==> src/rtl/adc_sample_decimator_if.sv <==
// Stream port carrying decimated samples toward the S2MM packetizer.
// The decimator drives the master side; the packetizer input is the slave side.
interface adc_sample_decimator_if;
  logic [31:0] tdata;
  logic        tvalid;
  logic        tready;

  modport master (output tdata, output tvalid, input tready);
  modport slave  (input tdata, input tvalid, output tready);
endinterface

==> src/rtl/adc_sample_decimator.sv <==
// Boxcar decimator: averages blocks of 2^k signed ADC samples and queues each
// sign-extended result in a small FIFO that drains over a stream port.
module adc_sample_decimator #(
  parameter int DATA_WIDTH = 18,
  parameter int FIFO_DEPTH = 16,
  parameter int MAX_SHIFT  = 12
) (
  input  logic                          aclk,
  input  logic                          areset,
  input  logic signed [DATA_WIDTH-1:0]  adc_data,
  input  logic                          adc_valid,
  input  logic [31:0]                   config_reg,
  adc_sample_decimator_if.master        m_axis,
  output logic [31:0]                   overflow_counter,
  output logic [$clog2(FIFO_DEPTH):0]   fifo_level
);

  localparam int ACC_W = DATA_WIDTH + MAX_SHIFT;
  localparam int CNT_W = MAX_SHIFT + 1;
  localparam int AW    = $clog2(FIFO_DEPTH);
  localparam int KW    = 4;

  logic                    enable;
  logic [KW-1:0]           ks;
  logic [KW-1:0]           k_active;
  logic [KW-1:0]           k_eff;
  logic [CNT_W-1:0]        cnt;
  logic [CNT_W-1:0]        cnt_last;
  logic                    last;
  logic signed [ACC_W-1:0] acc;
  logic signed [ACC_W-1:0] sample_ext;
  logic signed [ACC_W-1:0] sum;
  logic signed [ACC_W-1:0] shifted;
  logic [31:0]             res32;
  logic                    push_req;
  logic                    unused_cfg;

  assign unused_cfg = ^config_reg[30:4];
  assign enable     = config_reg[31];
  assign ks         = (config_reg[3:0] > KW'(MAX_SHIFT)) ? KW'(MAX_SHIFT) : config_reg[3:0];

  // A block takes its ratio from the config seen with its first sample.
  assign k_eff      = (cnt == '0) ? ks : k_active;
  assign cnt_last   = (CNT_W'(1) << k_eff) - CNT_W'(1);
  assign last       = !(cnt < cnt_last);

  assign sample_ext = {{MAX_SHIFT{adc_data[DATA_WIDTH-1]}}, adc_data};
  assign sum        = acc + sample_ext;
  assign shifted    = sum >>> k_eff;
  assign res32      = {{(32-ACC_W){shifted[ACC_W-1]}}, shifted};
  assign push_req   = adc_valid && enable && last;

  always_ff @(posedge aclk or posedge areset) begin
    if (areset) begin
      acc      <= '0;
      cnt      <= '0;
      k_active <= '0;
    end else begin
      if (cnt == '0)
        k_active <= ks;
      if (!enable) begin
        acc <= '0;
        cnt <= '0;
      end else if (adc_valid) begin
        if (last) begin
          acc <= '0;
          cnt <= '0;
        end else begin
          acc <= sum;
          cnt <= cnt + CNT_W'(1);
        end
      end
    end
  end

  logic [31:0]   mem [FIFO_DEPTH];
  logic [AW-1:0] wr_ptr;
  logic [AW-1:0] rd_ptr;
  logic          full;
  logic          pop;
  logic          push;
  logic          drop;

  assign full = (fifo_level == (AW+1)'(FIFO_DEPTH));
  assign pop  = m_axis.tvalid && m_axis.tready;
  // A full FIFO still takes a result when the head leaves in the same cycle.
  assign push = push_req && (!full || pop);
  assign drop = push_req && full && !pop;

  always_ff @(posedge aclk) begin
    if (push)
      mem[wr_ptr] <= res32;
  end

  always_ff @(posedge aclk or posedge areset) begin
    if (areset) begin
      wr_ptr     <= '0;
      rd_ptr     <= '0;
      fifo_level <= '0;
    end else begin
      if (push)
        wr_ptr <= wr_ptr + AW'(1);
      if (pop)
        rd_ptr <= rd_ptr + AW'(1);
      case ({push, pop})
        2'b10:   fifo_level <= fifo_level + (AW+1)'(1);
        2'b01:   fifo_level <= fifo_level - (AW+1)'(1);
        default: fifo_level <= fifo_level;
      endcase
    end
  end

  always_ff @(posedge aclk or posedge areset) begin
    if (areset)
      overflow_counter <= '0;
    else if (drop && (overflow_counter != '1))
      overflow_counter <= overflow_counter + 32'd1;
  end

  assign m_axis.tvalid = (fifo_level != '0);
  // Gate the head with tvalid so the uninitialised memory never shows after reset.
  assign m_axis.tdata  = m_axis.tvalid ? mem[rd_ptr] : '0;

endmodule

==> src/flat_wrapper.sv <==
// flat-port wrapper written by rule: the top's interface ports become plain ports
module adc_sample_decimator_flat 
#(
  parameter int DATA_WIDTH = 18,
  parameter int FIFO_DEPTH = 16,
  parameter int MAX_SHIFT  = 12
)
  (aclk, areset, adc_data, adc_valid, config_reg, overflow_counter, fifo_level, m_axis_tdata, m_axis_tvalid, m_axis_tready);
  adc_sample_decimator_if m_axis_i ();
  input  logic aclk;
  input  logic areset;
  input  logic signed [DATA_WIDTH-1:0] adc_data;
  input  logic adc_valid;
  input  logic [31:0] config_reg;
  output logic [31:0] overflow_counter;
  output logic [$clog2(FIFO_DEPTH):0] fifo_level;
  output wire logic [$bits(m_axis_i.tdata)-1:0] m_axis_tdata;
  output wire logic [$bits(m_axis_i.tvalid)-1:0] m_axis_tvalid;
  input wire logic [$bits(m_axis_i.tready)-1:0] m_axis_tready;
  assign m_axis_tdata = m_axis_i.tdata;
  assign m_axis_tvalid = m_axis_i.tvalid;
  assign m_axis_i.tready = m_axis_tready;
  adc_sample_decimator #(.DATA_WIDTH(DATA_WIDTH), .FIFO_DEPTH(FIFO_DEPTH), .MAX_SHIFT(MAX_SHIFT)) u_core (.aclk(aclk), .areset(areset), .adc_data(adc_data), .adc_valid(adc_valid), .config_reg(config_reg), .m_axis(m_axis_i), .overflow_counter(overflow_counter), .fifo_level(fifo_level));
endmodule
==> config.mk <==
export PLATFORM = sky130hd
export DESIGN_NAME = adc_sample_decimator_flat
export DESIGN_NICKNAME = d
export VERILOG_FILES = /design/src/rtl/adc_sample_decimator_if.sv /design/src/rtl/adc_sample_decimator.sv /design/src/flat_wrapper.sv
export SDC_FILE = /design/constraint.sdc
export NUM_CORES = 1
export LEC_CHECK = 0
export ABC_AREA = 1
export CORE_MARGIN = 1.5
export CORE_UTILIZATION = 25
export DETAILED_ROUTE_END_ITERATION = 8
export SYNTH_ARGS = -nofsm -noshare
export SYNTH_HDL_FRONTEND = slang
export SYNTH_SLANG_ARGS = --single-unit
export TNS_END_PERCENT = 5
==> constraint.sdc <==
create_clock -name aclk -period 10.58 [get_ports aclk]
set_clock_uncertainty 0.1 [all_clocks]
set_input_delay 2.645 -clock aclk [delete_from_list [all_inputs] [get_ports aclk]]
set_output_delay 2.645 -clock aclk [all_outputs]
set_load 0.02 [all_outputs]
==> results of run 1 <==
-- cells by family after synthesis --
kind of cell	synth area share (%)
xor gates and xnor gates	2.18
DFF	63.9
buffers and inverters	3.59
adders and majority gates	2.57
AOI/OAI and AO/OA	12.7
and+or+nand+nor	14.9
muxes	0.153
-- per-stage QoR --
stage          power, mW  hold WS (ns)
6_report            9.41         0.390
5_1_grt             9.91         0.419
4_1_cts             9.44         0.395
3_5_place_dp        7.28         0.382
3_3_place_gp        7.23         0.371
2_1_floorplan       5.71         0.357
-- worst reg2reg max path: stages, from the launching register on --
cell	delay, ns
sky130_fd_sc_hd__dfrtp_1	0.38
sky130_fd_sc_hd__inv_1	0.14
sky130_fd_sc_hd__ha_1	0.19
sky130_fd_sc_hd__inv_1	0.04
sky130_fd_sc_hd__nor2_1	0.08
sky130_fd_sc_hd__nand2_1	0.07
sky130_fd_sc_hd__nor2_2	0.16
sky130_fd_sc_hd__nand2_1	0.07
sky130_fd_sc_hd__nand2_1	0.07
sky130_fd_sc_hd__nand2_2	0.37
sky130_fd_sc_hd__nor2_4	0.50
sky130_fd_sc_hd__nand2_1	0.10
sky130_fd_sc_hd__ha_1	0.25
sky130_fd_sc_hd__nand2_1	0.18
sky130_fd_sc_hd__xor2_1	0.15
sky130_fd_sc_hd__o21ai_0	0.09
sky130_fd_sc_hd__ha_1	0.33
sky130_fd_sc_hd__nand4_1	0.14
sky130_fd_sc_hd__o221a_2	0.28
sky130_fd_sc_hd__nand2_2	0.10
sky130_fd_sc_hd__nand2_4	0.12
sky130_fd_sc_hd__nor2_4	0.27
sky130_fd_sc_hd__nand2_1	0.30
sky130_fd_sc_hd__nor2_4	0.86
sky130_fd_sc_hd__buf_4	0.35
-- power breakdown --
| group | switching, mW | internal (mW) | total (mW) |
|---|---|---|---|
| combinational | 2.87 | 1.04 | 3.91 |
| sequential | 0.110 | 3.23 | 3.34 |
| clock | 0.908 | 1.25 | 2.16 |
-- cells in the mapped netlist (46+ instances only) --
cell	number
sky130_fd_sc_hd__a21oi_1	69
sky130_fd_sc_hd__nand2_1	311
sky130_fd_sc_hd__inv_1	104
sky130_fd_sc_hd__dfrtp_1	92
sky130_fd_sc_hd__o221ai_1	98
sky130_fd_sc_hd__nor2_1	346
sky130_fd_sc_hd__ha_1	52
sky130_fd_sc_hd__nand3_1	202
sky130_fd_sc_hd__o21ai_0	316
sky130_fd_sc_hd__xor2_1	46
sky130_fd_sc_hd__clkbuf_1	116
sky130_fd_sc_hd__edfxtp_1	480
-- how the worst max path moves through the flow --
stage,start,to,slack (ns),cells after the start
6_report,u_core.rd_ptr[0],m_axis_tdata[11],2.73,9
5_1_grt,u_core.rd_ptr[0],m_axis_tdata[11],2.45,9
4_1_cts,u_core.rd_ptr[0],m_axis_tdata[11],2.72,9
3_5_place_dp,config_reg[0],u_core.mem[9][14],2.26,22
3_3_place_gp,config_reg[0],u_core.mem[9][14],2.25,22
2_1_floorplan,config_reg[0],u_core.mem[11][0],2.58,19
-- layout make-up --
class	count	share of cell area, %
multi-input combinational	1599	28.0
tap	1380	5.61
clock buffer	83	5.81
timing repair buffer	131	3.97
sequential	572	54.3
clock inverter	31	0.829
inverter	118	1.47
-- metal layers --
| layer | wire length, um | share of wire (%) |
|---|---|---|
| met3 | 4650 | 6.5 |
| met2 | 33300 | 46 |
| met4 | 1700 | 2.4 |
| met5 | 0 | 0 |
| met1 | 32200 | 45 |
-- state kept, by name, summed over array words and instances (netlist names) --
signal,flops
u_core.acc,30
u_core.rd_ptr,4
u_core.mem,480
u_core.wr_ptr,4
u_core.cnt,13
u_core.overflow_counter,32
u_core.fifo_level,5
u_core.k_active,4
==> qor_table.md, run 1 <==
| Step | Metric | Reported |
| --- | --- | --- |
| sta | Pins over their slew limit | 0 |
| route | Count of unresolved DRC violations after routing | 0 |
| sta | Setup repair after global routing missed its margin | false |
| cells and area | Most common library cell in the layout ignoring fill and taps | sky130_fd_sc_hd__edfxtp_1 |
| logic synthesis | Synthesized netlist cell count | 2419 |
| setup path | Critical path class | reg2out |
| placed design | Last weighted congestion value of the routability-driven placer | 0.864 |
| clock tree | Post-CTS Setup Inserts | 0 |
| logic synthesis | Distinct cell type count of the synthesized netlist | 53 |
| setup path | CP top delay family | buffers and inverters |
| logic synthesis | EDFF count, synth | 480 |
| clock tree | Library cell used as clock root buffer | sky130_fd_sc_hd__clkbuf_16 |
| placed design | Placed instance area | 28700 sq um |
| setup path | Worst path required time | 7.84 ns |
| floorplanning | Number of core rows | 118 |
| sta | Post-layout worst setup margin | 2.73 ns |
| route | Post-DRT Antenna Nets | 0 |
| logic synthesis | Largest cells by area after synthesis | sky130_fd_sc_hd__edfxtp_1 (55%), sky130_fd_sc_hd__dfrtp_1 (8.8%), sky130_fd_sc_hd__o21ai_0 (6.0%), sky130_fd_sc_hd__nor2_1 (5.0%), sky130_fd_sc_hd__nand2_1 (4.5%) |
| power and ir drop | Worst vdd rail ir drop | 0.172 mV |
| global routing | First-pass GRT wire length | 109000 um |
| logic synthesis | Yosys warns | 0 |
| cells and area | Footprint of the multi-input gates | 8610 sq um |
| floorplanning | Die boundary width | 326 um |
| setup path | Maximum fanout count along the critical path | 86 |
| min path | Kind of path behind the tightest hold check | reg2reg |
| setup path | Critical Path AT | 5.11 ns |
| min path | Start point of the worst hold path | u_core.acc[16] |
| clock tree | Number of cells upsized or downsized after cts | 0 |
| setup path | Crit start category | flip-flop |
| sta | Number of hold-slack violations in the final timing report | 0 |
| setup path | Slowest cell on the critical path | sky130_fd_sc_hd__dfrtp_4 |
| placed design | Post-DP HPWL | 43600 um |
| route | Final routed wire length divided by cell count | 18.4 um |
| logic synthesis | Async set or reset register ratio after synthesis | 16.1% |
| sta | Final clock period utilization by the worst path | 74.2% |
| sta | Rel. slew slack | 16.8% |
| placed design | Worst slack at placement | 2.26 ns |
| placed design | Number of input and output port buffers inserted | 96 |
| min path | Endpoint of the worst hold path | u_core.acc[16] |
| route | Vias post-DR | 18700 |
| logic synthesis | Share of the synthesized area in the top cell type | 55.1% |
| sta | Achievable frequency | 127 MHz |
| sta | Final critical delay including setup and external delays | 7.85 ns |
| sta | Final total negative setup slack | 0 ns |
| cells and area | Final instance area | 30800 sq um |
| global routing | Residual overflow from global routing | 0 |
| cells and area | Post-route insts no fill | 3914 |
| setup path | Source of the worst register-to-register timing path | u_core.cnt[0] |
| floorplanning | Area of the core region | 104000 sq um |
| floorplanning | Floorplan die height | 326 um |
| clock tree | Clock latency of the later-clocked register in the worst-skew pair | 0.61 ns |
| cells and area | Layout overhead on the synthesized area | 17.8% |
| sta | Tightest Pin Transition | 1.24 ns |
| setup path | CP Capture Type | primary output |
| cells and area | Share of post-route cells with drive strength above 1 | 6.99% |
| cells and area | Area used by sequential logic in the layout | 16700 sq um |
| setup path | Register-to-register setup slack | 4.57 ns |
| sta | Count of final setup violators | 0 |
| cells and area | Number of diodes added for antenna fixing | 0 |
| setup path | Depth of the most critical reg-to-reg path | 24 |
| global routing | Maximum number of pins on one net before global-route repair | 102 |
| flow run | Max-cap violations | 0 |
| clock tree | Post-CTS Hold Buffers | 0 |
| logic synthesis | Seq/Total Area, Yosys | 63.9% |
| cells and area | Commonest cells after routing, fill and taps aside | sky130_fd_sc_hd__edfxtp_1 (480), sky130_fd_sc_hd__nor2_1 (330), sky130_fd_sc_hd__o21ai_0 (316) |
| clock tree | Clock slew at reported path FFs | 0.05 ns |
| logic synthesis | Net count after synthesis | 2526 |
| global routing | Fraction of met3 tracks used by global routing | 2.28% |
| global routing | Antenna violations before repair | 0 |
| global routing | Grt met1 use | 18.0% |
| clock tree | Clock sink count | 572 |
| cells and area | Fillers | 10600 |
| setup path | Biggest cell delay along the critical path | 0.98 ns |
| min path | Number of cells on the worst hold path | 2 |
| global routing | Total track usage | 13.2% |
| route | Number of detailed-routing iterations run before antenna repair | 5 |
| setup path | Critical path buffers and inverters | 3 |
| clock tree | Num CTS Buffers | 67 |
| outcome | Outcome | finished, final reports clean |
| logic synthesis | Register bit total from synthesis | 572 |
| route | Initial DRC count | 1495 |
| route | Post-Route WL | 71800 um |
| logic synthesis | Post-synthesis area per instance | 10.8 sq um |
| cells and area | Final design utilization | 29.7% |
| setup path | FF-to-FF End | u_core.mem[10][7] |
| clock tree | TritonCTS clock tree | yes |
| logic synthesis | Combined area of all synthesized cells | 26100 sq um |
| global routing | Number of global-route vias before repair | 17800 |
| floorplanning | Number of primary I/O pins | 124 |
| floorplanning | Starting Density | 25.2% |
| logic synthesis | Library cell with the largest summed area after synthesis | sky130_fd_sc_hd__edfxtp_1 |
| floorplanning | Total die area | 107000 sq um |
| global routing | Met2 usage in global routing | 21.3% |
| clock tree | Number of buffers between clock root and the deepest sink | 3 |
| cells and area | Count of nets after finishing | 2596 |
| global routing | GRT busiest layer | met2 |
| logic synthesis | Top flip-flop cell by instance count after synthesis | sky130_fd_sc_hd__edfxtp_1 |
| power and ir drop | Ratio of total power to cell area | 306 nW/um^2 |
| power and ir drop | Leak Pwr | 10.9 nW |
| placed design | Inst Count DP | 3800 |
| clock tree | H-Tree Depth | 3 |
| setup path | Critical Path, Cell by Cell | buf_4, buf_4, o21ai_0, o22ai_1, nor2_1, nor2_1, o21ai_0, a21oi_1, clkdlybuf4s50_1 |
| route | Via count normalized by instance count | 4.78 |
Power figures use the tool's default switching activity.
==> run 2: changes to the inputs <==
Clock period 10.58 ns to 6.6 ns, I/O delays scaled along.
==> run 2 against run 1 <==
Against the previous run:
- register-to-register slack worse by 3.3 ns
- first-iteration DRC count is 24% higher
- power is 62% higher
- highest routed layer unchanged
- combinational power is 61% higher
- count of clock-buffer cells in the layout is 13 lower
- global-route usage is 0.23 points higher
- clock power is 65% higher
- sequential share of layout area is 0.65 points lower
- largest power group unchanged
- via count is 1.2% higher
- setup slack worse by 2.0 ns
==> qor_table.md, run 2 (synthesis gave the netlist of run 1 again) <==
| Step | Metric | Reported | Delta |
| --- | --- | --- | --- |
| sta | Rel. slew slack | 13.1% | -3.7 points |
| setup path | Critical path class | reg2out |  |
| sta | Achievable frequency | 171 MHz |  |
| placed design | Number of input and output port buffers inserted | 96 | unchanged |
| cells and area | Commonest cells after routing, fill and taps aside | sky130_fd_sc_hd__edfxtp_1 (480), sky130_fd_sc_hd__nor2_1 (330), sky130_fd_sc_hd__o21ai_0 (316) |  |
| clock tree | Number of cells upsized or downsized after cts | 0 | unchanged |
| cells and area | Final design utilization | 30.1% | +0.36 points |
| clock tree | Post-CTS Hold Buffers | 0 | unchanged |
| global routing | Maximum number of pins on one net before global-route repair | 85 | -17% |
| setup path | CP Capture Type | primary output |  |
| sta | Setup repair after global routing missed its margin | false |  |
| clock tree | Clock slew at reported path FFs | 0.06 ns | about the same |
| setup path | Maximum fanout count along the critical path | 64 | -26% |
| clock tree | TritonCTS clock tree | yes |  |
| min path | Number of cells on the worst hold path | 2 | unchanged |
| global routing | Total track usage | 13.4% | +0.23 points |
| cells and area | Top reg by flops | u_core.mem |  |
| placed design | Last weighted congestion value of the routability-driven placer | 0.832 | -3.7% |
| clock tree | H-Tree Depth | 2 | -1 |
| sta | Count of final setup violators | 0 | unchanged |
| cells and area | Share of post-route cells with drive strength above 1 | 8.01% | +1.0 points |
| placed design | Post-DP HPWL | 44700 um | +2.3% |
| clock tree | Library cell used as clock root buffer | sky130_fd_sc_hd__clkbuf_16 |  |
| cells and area | Largest registers ranked by flip-flop count | u_core.mem: 480 flops, u_core.overflow_counter: 32 flops, u_core.acc: 30 flops |  |
| route | Initial DRC count | 1859 | +24% |
| cells and area | Layout overhead on the synthesized area | 19.2% |  |
| power and ir drop | Post-route total power | 15.2 mW | +62% |
| setup path | Critical Path, Cell by Cell | buf_4, o21ai_0, o22ai_1, nor2_1, nor2_1, o21ai_0, a21oi_1, clkdlybuf4s50_1 |  |
| setup path | Slowest cell on the critical path | sky130_fd_sc_hd__dfrtp_4 |  |
| route | Number of detailed-routing iterations run before antenna repair | 5 | unchanged |
| sta | Tightest Pin Transition | 1.30 ns | +0.0535 ns |
| floorplanning | Total die area | 107000 sq um | unchanged |
| floorplanning | Area of the core region | 104000 sq um | unchanged |
| flow run | Max-cap violations | 0 | unchanged |
| sta | Worst hold slack after final layout | 0.391 ns | +0.00115 ns |
| power and ir drop | Leak Pwr | 11.0 nW | +1.7% |
| route | Post-DRT Antenna Nets | 0 | unchanged |
| placed design | Inst Count DP | 3824 | +0.63% |
| global routing | First-pass GRT wire length | 112000 um | +2.8% |
| route | Via count normalized by instance count | 4.80 | +0.60% |
| min path | Endpoint of the worst hold path | u_core.acc[13] |  |
| min path | Kind of path behind the tightest hold check | reg2reg |  |
| power and ir drop | Ratio of total power to cell area | 489 nW/um^2 | +60% |
| cells and area | Post-route insts no fill | 3939 | +0.64% |
| route | Vias post-DR | 18900 | +1.2% |
| route | Post-Route WL | 73000 um | +1.6% |
| setup path | FF-to-FF End | u_core.mem[2][19] |  |
| cells and area | Most common library cell in the layout ignoring fill and taps | sky130_fd_sc_hd__edfxtp_1 |  |
| sta | Final clock period utilization by the worst path | 88.8% |  |
| clock tree | Post-CTS Setup Inserts | 0 | unchanged |
| setup path | CP startpoint | u_core.rd_ptr[1] |  |
| placed design | Worst slack at placement | 0.259 ns | -2.00 ns |
| floorplanning | Floorplan die height | 326 um | unchanged |
| power and ir drop | Worst vdd rail ir drop | 0.257 mV | +49% |
| route | Final routed wire length divided by cell count | 18.5 um | +1.0% |
| sta | Number of hold-slack violations in the final timing report | 0 | unchanged |
| floorplanning | Die boundary width | 326 um | unchanged |
| clock tree | Clock latency of the later-clocked register in the worst-skew pair | 0.67 ns | +0.06 ns |
| clock tree | Number of buffers between clock root and the deepest sink | 3 | unchanged |
| cells and area | Number of flip-flops under the largest register name | 480 | unchanged |
| setup path | Crit start category | flip-flop |  |
| outcome | Outcome | finished, final reports clean |  |
| setup path | Register-to-register setup slack | 1.31 ns | -3.26 ns |
| sta | Final critical delay including setup and external delays | 5.86 ns |  |
| floorplanning | Number of primary I/O pins | 124 | unchanged |
| cells and area | Count of nets after finishing | 2614 | +0.69% |
| setup path | Critical Path AT | 4.11 ns | -1.00 ns |
| global routing | Number of global-route vias before repair | 18400 | +3.4% |
| setup path | Biggest cell delay along the critical path | 0.93 ns | -0.05 ns |
| floorplanning | Number of core rows | 118 | unchanged |
| setup path | Source of the worst register-to-register timing path | u_core.cnt[0] |  |
| min path | Start point of the worst hold path | u_core.acc[13] |  |
| global routing | Residual overflow from global routing | 0 | unchanged |
| global routing | Antenna violations before repair | 0 | unchanged |
| route | Count of unresolved DRC violations after routing | 0 | unchanged |
| clock tree | Num CTS Buffers | 61 | -9.0% |
| sta | Pins over their slew limit | 0 | unchanged |
| setup path | Worst path required time | 4.85 ns | -2.99 ns |
| sta | Post-layout worst setup margin | 0.741 ns | -1.98 ns |
| setup path | Depth of the most critical reg-to-reg path | 22 | -8.3% |
| floorplanning | Starting Density | 25.2% | unchanged |
| cells and area | Number of diodes added for antenna fixing | 0 | unchanged |
| clock tree | Clock sink count | 572 | unchanged |
## run 2: cell type report
| class | count | area (sq um) |
|---|---|---|
| multi-input combinational | 1599 | 8610 |
| clock buffer | 70 | 1560 |
| inverter | 118 | 453 |
| clock inverter | 45 | 541 |
| timing repair buffer | 155 | 1540 |
| sequential | 572 | 16700 |
| fill | 10600 | 72500 |
| tap | 1380 | 1730 |
## run 2: routing by layer
| layer | share of wire (%) | track usage, % |
|---|---|---|
| met4 | 2.0 | 3.50 |
| met1 | 45 | 18.5 |
| met2 | 46 | 21.8 |
| met5 | 0 | 0 |
| met3 | 6.8 | 2.20 |
## run 2: worst max-delay path, delay by kind of cell (launching register included)
kind | cells | cell delay, ns
AOI/OAI and AO/OA | 4 | 0.94
buffers and inverters | 2 | 1.44
DFF | 1 | 0.93
and+or+nand+nor | 2 | 0.17
## run 2: worst max path at each step
| stage | slack, ns | depth (start not counted) | end |
|---|---|---|---|
| 2_1_floorplan | -0.41 | 19 | u_core.mem[11][0] |
| 5_1_grt | 0.46 | 8 | m_axis_tdata[11] |
| 3_5_place_dp | 0.26 | 20 | u_core.mem[2][25] |
| 4_1_cts | 0.70 | 8 | m_axis_tdata[11] |
| 3_3_place_gp | 0.27 | 20 | u_core.mem[2][23] |
| 6_report | 0.74 | 8 | m_axis_tdata[11] |
## run 2: report_power, final
part           total [mW]  switching [mW]  internal, mW
registers            5.35           0.174          5.17
logic                6.30            4.59          1.71
clock network        3.57            1.51          2.07
## run 2: stage by stage
step	setup TNS (ns)	area (sq um)
after CTS	0	31200
final	0	31200
after detailed placement	0	29100
after floorplan	-24.40	26100
after global placement	0	29100
after global routing	0	31200
==> run 3: changes to the inputs <==
Settings changed: DONT_BUFFER_PORTS from default to 1.
==> run 3 against run 2 <==
Against the previous run:
- clock power increased by 5%
- power decreased by 1.5%
- flip-flop and latch count unchanged
==> qor_table.md, run 3 (synthesis gave the netlist of run 1 again) <==
| Step | Metric | Reported | Delta |
| --- | --- | --- | --- |
| outcome | Outcome | finished, final reports clean |  |
| clock tree | Num CTS Buffers | 67 | +9.8% |
| clock tree | Number of buffers between clock root and the deepest sink | 3 | unchanged |
| cells and area | Number of flip-flops under the largest register name | 480 | unchanged |
| cells and area | Share of post-route cells with drive strength above 1 | 8.34% | +0.33 points |
| route | Initial DRC count | 1585 | -15% |
| power and ir drop | Post-route total power | 15.0 mW | -1.5% |
| clock tree | TritonCTS clock tree | yes |  |
| sta | Pins over their slew limit | 0 | unchanged |
| setup path | Critical Path AT | 3.92 ns | -0.19 ns |
| cells and area | Largest registers ranked by flip-flop count | u_core.mem: 480 flops, u_core.overflow_counter: 32 flops, u_core.acc: 30 flops |  |
| placed design | Last weighted congestion value of the routability-driven placer | 0.838 | +0.75% |
| sta | Final critical delay including setup and external delays | 5.67 ns | -0.192 ns |
| clock tree | Number of cells upsized or downsized after cts | 0 | unchanged |
| setup path | Worst path required time | 4.85 ns | about the same |
| setup path | Maximum fanout count along the critical path | 37 | -42% |
| global routing | Antenna violations before repair | 1 | +1 |
| placed design | Worst slack at placement | 0.489 ns | +0.230 ns |
| sta | Final total negative setup slack | 0 ns | unchanged |
| power and ir drop | Ratio of total power to cell area | 496 nW/um^2 | +1.5% |
| route | Via count normalized by instance count | 4.86 | +1.2% |
| setup path | Slowest cell on the critical path | sky130_fd_sc_hd__dfrtp_2 |  |
| global routing | Total track usage | 13.3% | -0.051 points |
| global routing | First-pass GRT wire length | 110000 um | -1.2% |
| sta | Final clock period utilization by the worst path | 85.9% | -2.9 points |
| clock tree | Library cell used as clock root buffer | sky130_fd_sc_hd__clkbuf_16 |  |
| floorplanning | Starting Density | 25.2% | unchanged |
| cells and area | Layout overhead on the synthesized area | 15.7% |  |
| route | Number of detailed-routing iterations run before antenna repair | 5 | unchanged |
| sta | Number of hold-slack violations in the final timing report | 0 | unchanged |
| clock tree | Clock slew at reported path FFs | 0.06 ns | about the same |
| cells and area | Fillers | 10700 | +0.59% |
| cells and area | Count of nets after finishing | 2516 | -3.7% |
| clock tree | Post-CTS Hold Buffers | 0 | unchanged |
| floorplanning | Number of core rows | 118 | unchanged |
| clock tree | H-Tree Depth | 3 | +1 |
| power and ir drop | Worst vdd rail ir drop | 0.338 mV | +31% |
| floorplanning | Total die area | 107000 sq um | unchanged |
| placed design | Number of input and output port buffers inserted | 0 | -100% |
| sta | Achievable frequency | 176 MHz | +3.4% |
| cells and area | Number of diodes added for antenna fixing | 0 | unchanged |
| clock tree | Clock sink count | 572 | unchanged |
| setup path | Critical path buffers and inverters | 2 | unchanged |
| power and ir drop | Leak Pwr | 10.7 nW | -3.0% |
| sta | Tightest Pin Transition | 1.02 ns | -0.281 ns |
| setup path | Critical path class | reg2out |  |
| cells and area | Most common library cell in the layout ignoring fill and taps | sky130_fd_sc_hd__edfxtp_1 |  |
| setup path | CP Capture Type | primary output |  |
| global routing | Maximum number of pins on one net before global-route repair | 189 | +120% |
| route | Vias post-DR | 18700 | -1.4% |
| sta | Setup repair after global routing missed its margin | false |  |
| setup path | CP top delay family | buffers and inverters |  |
| route | Post-DRT Antenna Nets | 0 | unchanged |
| sta | Post-layout worst setup margin | 0.934 ns | +0.192 ns |
| placed design | Post-DP HPWL | 44200 um | -0.99% |
| min path | Kind of path behind the tightest hold check | reg2reg |  |
| clock tree | Post-CTS Setup Inserts | 0 | unchanged |
| setup path | Critical Path, Cell by Cell | clkinv_2, buf_4, o221ai_1, nand3_1, a21oi_1 |  |
| global routing | Number of global-route vias before repair | 17900 | -2.8% |
| floorplanning | Number of primary I/O pins | 124 | unchanged |
| route | Final routed wire length divided by cell count | 18.9 um | +1.8% |
| sta | Count of final setup violators | 0 | unchanged |
| global routing | Residual overflow from global routing | 0 | unchanged |
| sta | Worst hold slack after final layout | 0.389 ns | -0.00177 ns |
| route | Post-Route WL | 72400 um | -0.81% |
| setup path | Crit start category | flip-flop |  |
| cells and area | Footprint of the multi-input gates | 8620 sq um | about the same |
| cells and area | Area used by sequential logic in the layout | 16700 sq um | unchanged |
| flow run | Max-cap violations | 0 | unchanged |
| cells and area | Top reg by flops | u_core.mem |  |
| clock tree | Clock latency of the later-clocked register in the worst-skew pair | 0.62 ns | -0.05 ns |
| floorplanning | Floorplan die height | 326 um | unchanged |
| floorplanning | Die boundary width | 326 um | unchanged |
| setup path | Biggest cell delay along the critical path | 0.89 ns | -0.04 ns |
| sta | Rel. slew slack | 32.2% | +19 points |
| route | Count of unresolved DRC violations after routing | 0 | unchanged |
| floorplanning | Area of the core region | 104000 sq um | unchanged |
| cells and area | Commonest cells after routing, fill and taps aside | sky130_fd_sc_hd__edfxtp_1 (480), sky130_fd_sc_hd__nor2_1 (330), sky130_fd_sc_hd__o21ai_0 (316) |  |
-- run 3: cell types whose count changed in the layout (fill, tap and decap cells not counted), moves of 2 or more --
| cell | previous run | this run |
|---|---|---|
| sky130_fd_sc_hd__clkbuf_16 | 61 | 67 |
| sky130_fd_sc_hd__clkdlybuf4s50_1 | 96 | 0 |
| sky130_fd_sc_hd__clkinv_1 | 19 | 13 |
| sky130_fd_sc_hd__inv_16 | 0 | 3 |
| sky130_fd_sc_hd__clkinv_2 | 11 | 13 |
| sky130_fd_sc_hd__buf_4 | 48 | 41 |
| sky130_fd_sc_hd__clkinv_16 | 3 | 1 |
-- run 3: routing by layer --
| layer | vias to the layer above | global-route usage [%] | routed length, um |
|---|---|---|---|
| li1 | 8718 | - | - |
| met5 | - | 0 | 0 |
| met2 | 626 | 21.1 | 33100 |
| met3 | 104 | 2.57 | 5280 |
| met4 | 0 | 3.39 | 1460 |
| met1 | 9211 | 18.7 | 32500 |
-- run 3: tightest hold or removal path, delay by kind of cell (launching register included) --
| kind | cells | cell delay, ns |
|---|---|---|
| flip-flops | 1 | 0.34 |
| AND/OR/NAND/NOR | 1 | 0.05 |
| AO/OA/AOI/OAI | 1 | 0.06 |
-- run 3: area by class of cell --
class | instances | share of cell area, %
inverters | 118 | 1.50
multi-input cells | 1599 | 28.5
repair buffers | 51 | 1.68
flip-flops and latches | 572 | 55.3
well taps | 1380 | 5.71
clock buffers | 78 | 5.71
clock inverters | 39 | 1.60
-- run 3: worst paths after layout --
path	start	endpoint	slack [ns]	cells after the start
setup / recovery	u_core.rd_ptr[2]	m_axis_tdata[11]	0.93	5
hold / removal	u_core.acc[15]	u_core.acc[15]	0.39	2
setup reg to reg	u_core.cnt[0]	u_core.mem[14][0]	1.28	25
hold reg to reg	u_core.acc[15]	u_core.acc[15]	0.39	2
max in group asynchronous	areset	u_core.rd_ptr[0]	4.33	2
min in group asynchronous	areset	u_core.overflow_counter[4]	0.85	1
-- run 3: stage by stage --
stage                     utilization, %  instances  cell area (sq um)
after global routing                29.2       3837              30200
after floorplan                        -       2419              26100
after CTS                           29.2       3837              30200
after detailed placement            27.0       3720              28000
after global placement              27.0       3720              28000
final                               29.2       3837              30200
-- run 3: where the power goes --
group	switching [mW]	internal (mW)	leakage (nW)
Combinational	4.53	1.32	4.11
Clock	1.53	2.22	1.08
Sequential	0.222	5.17	5.52
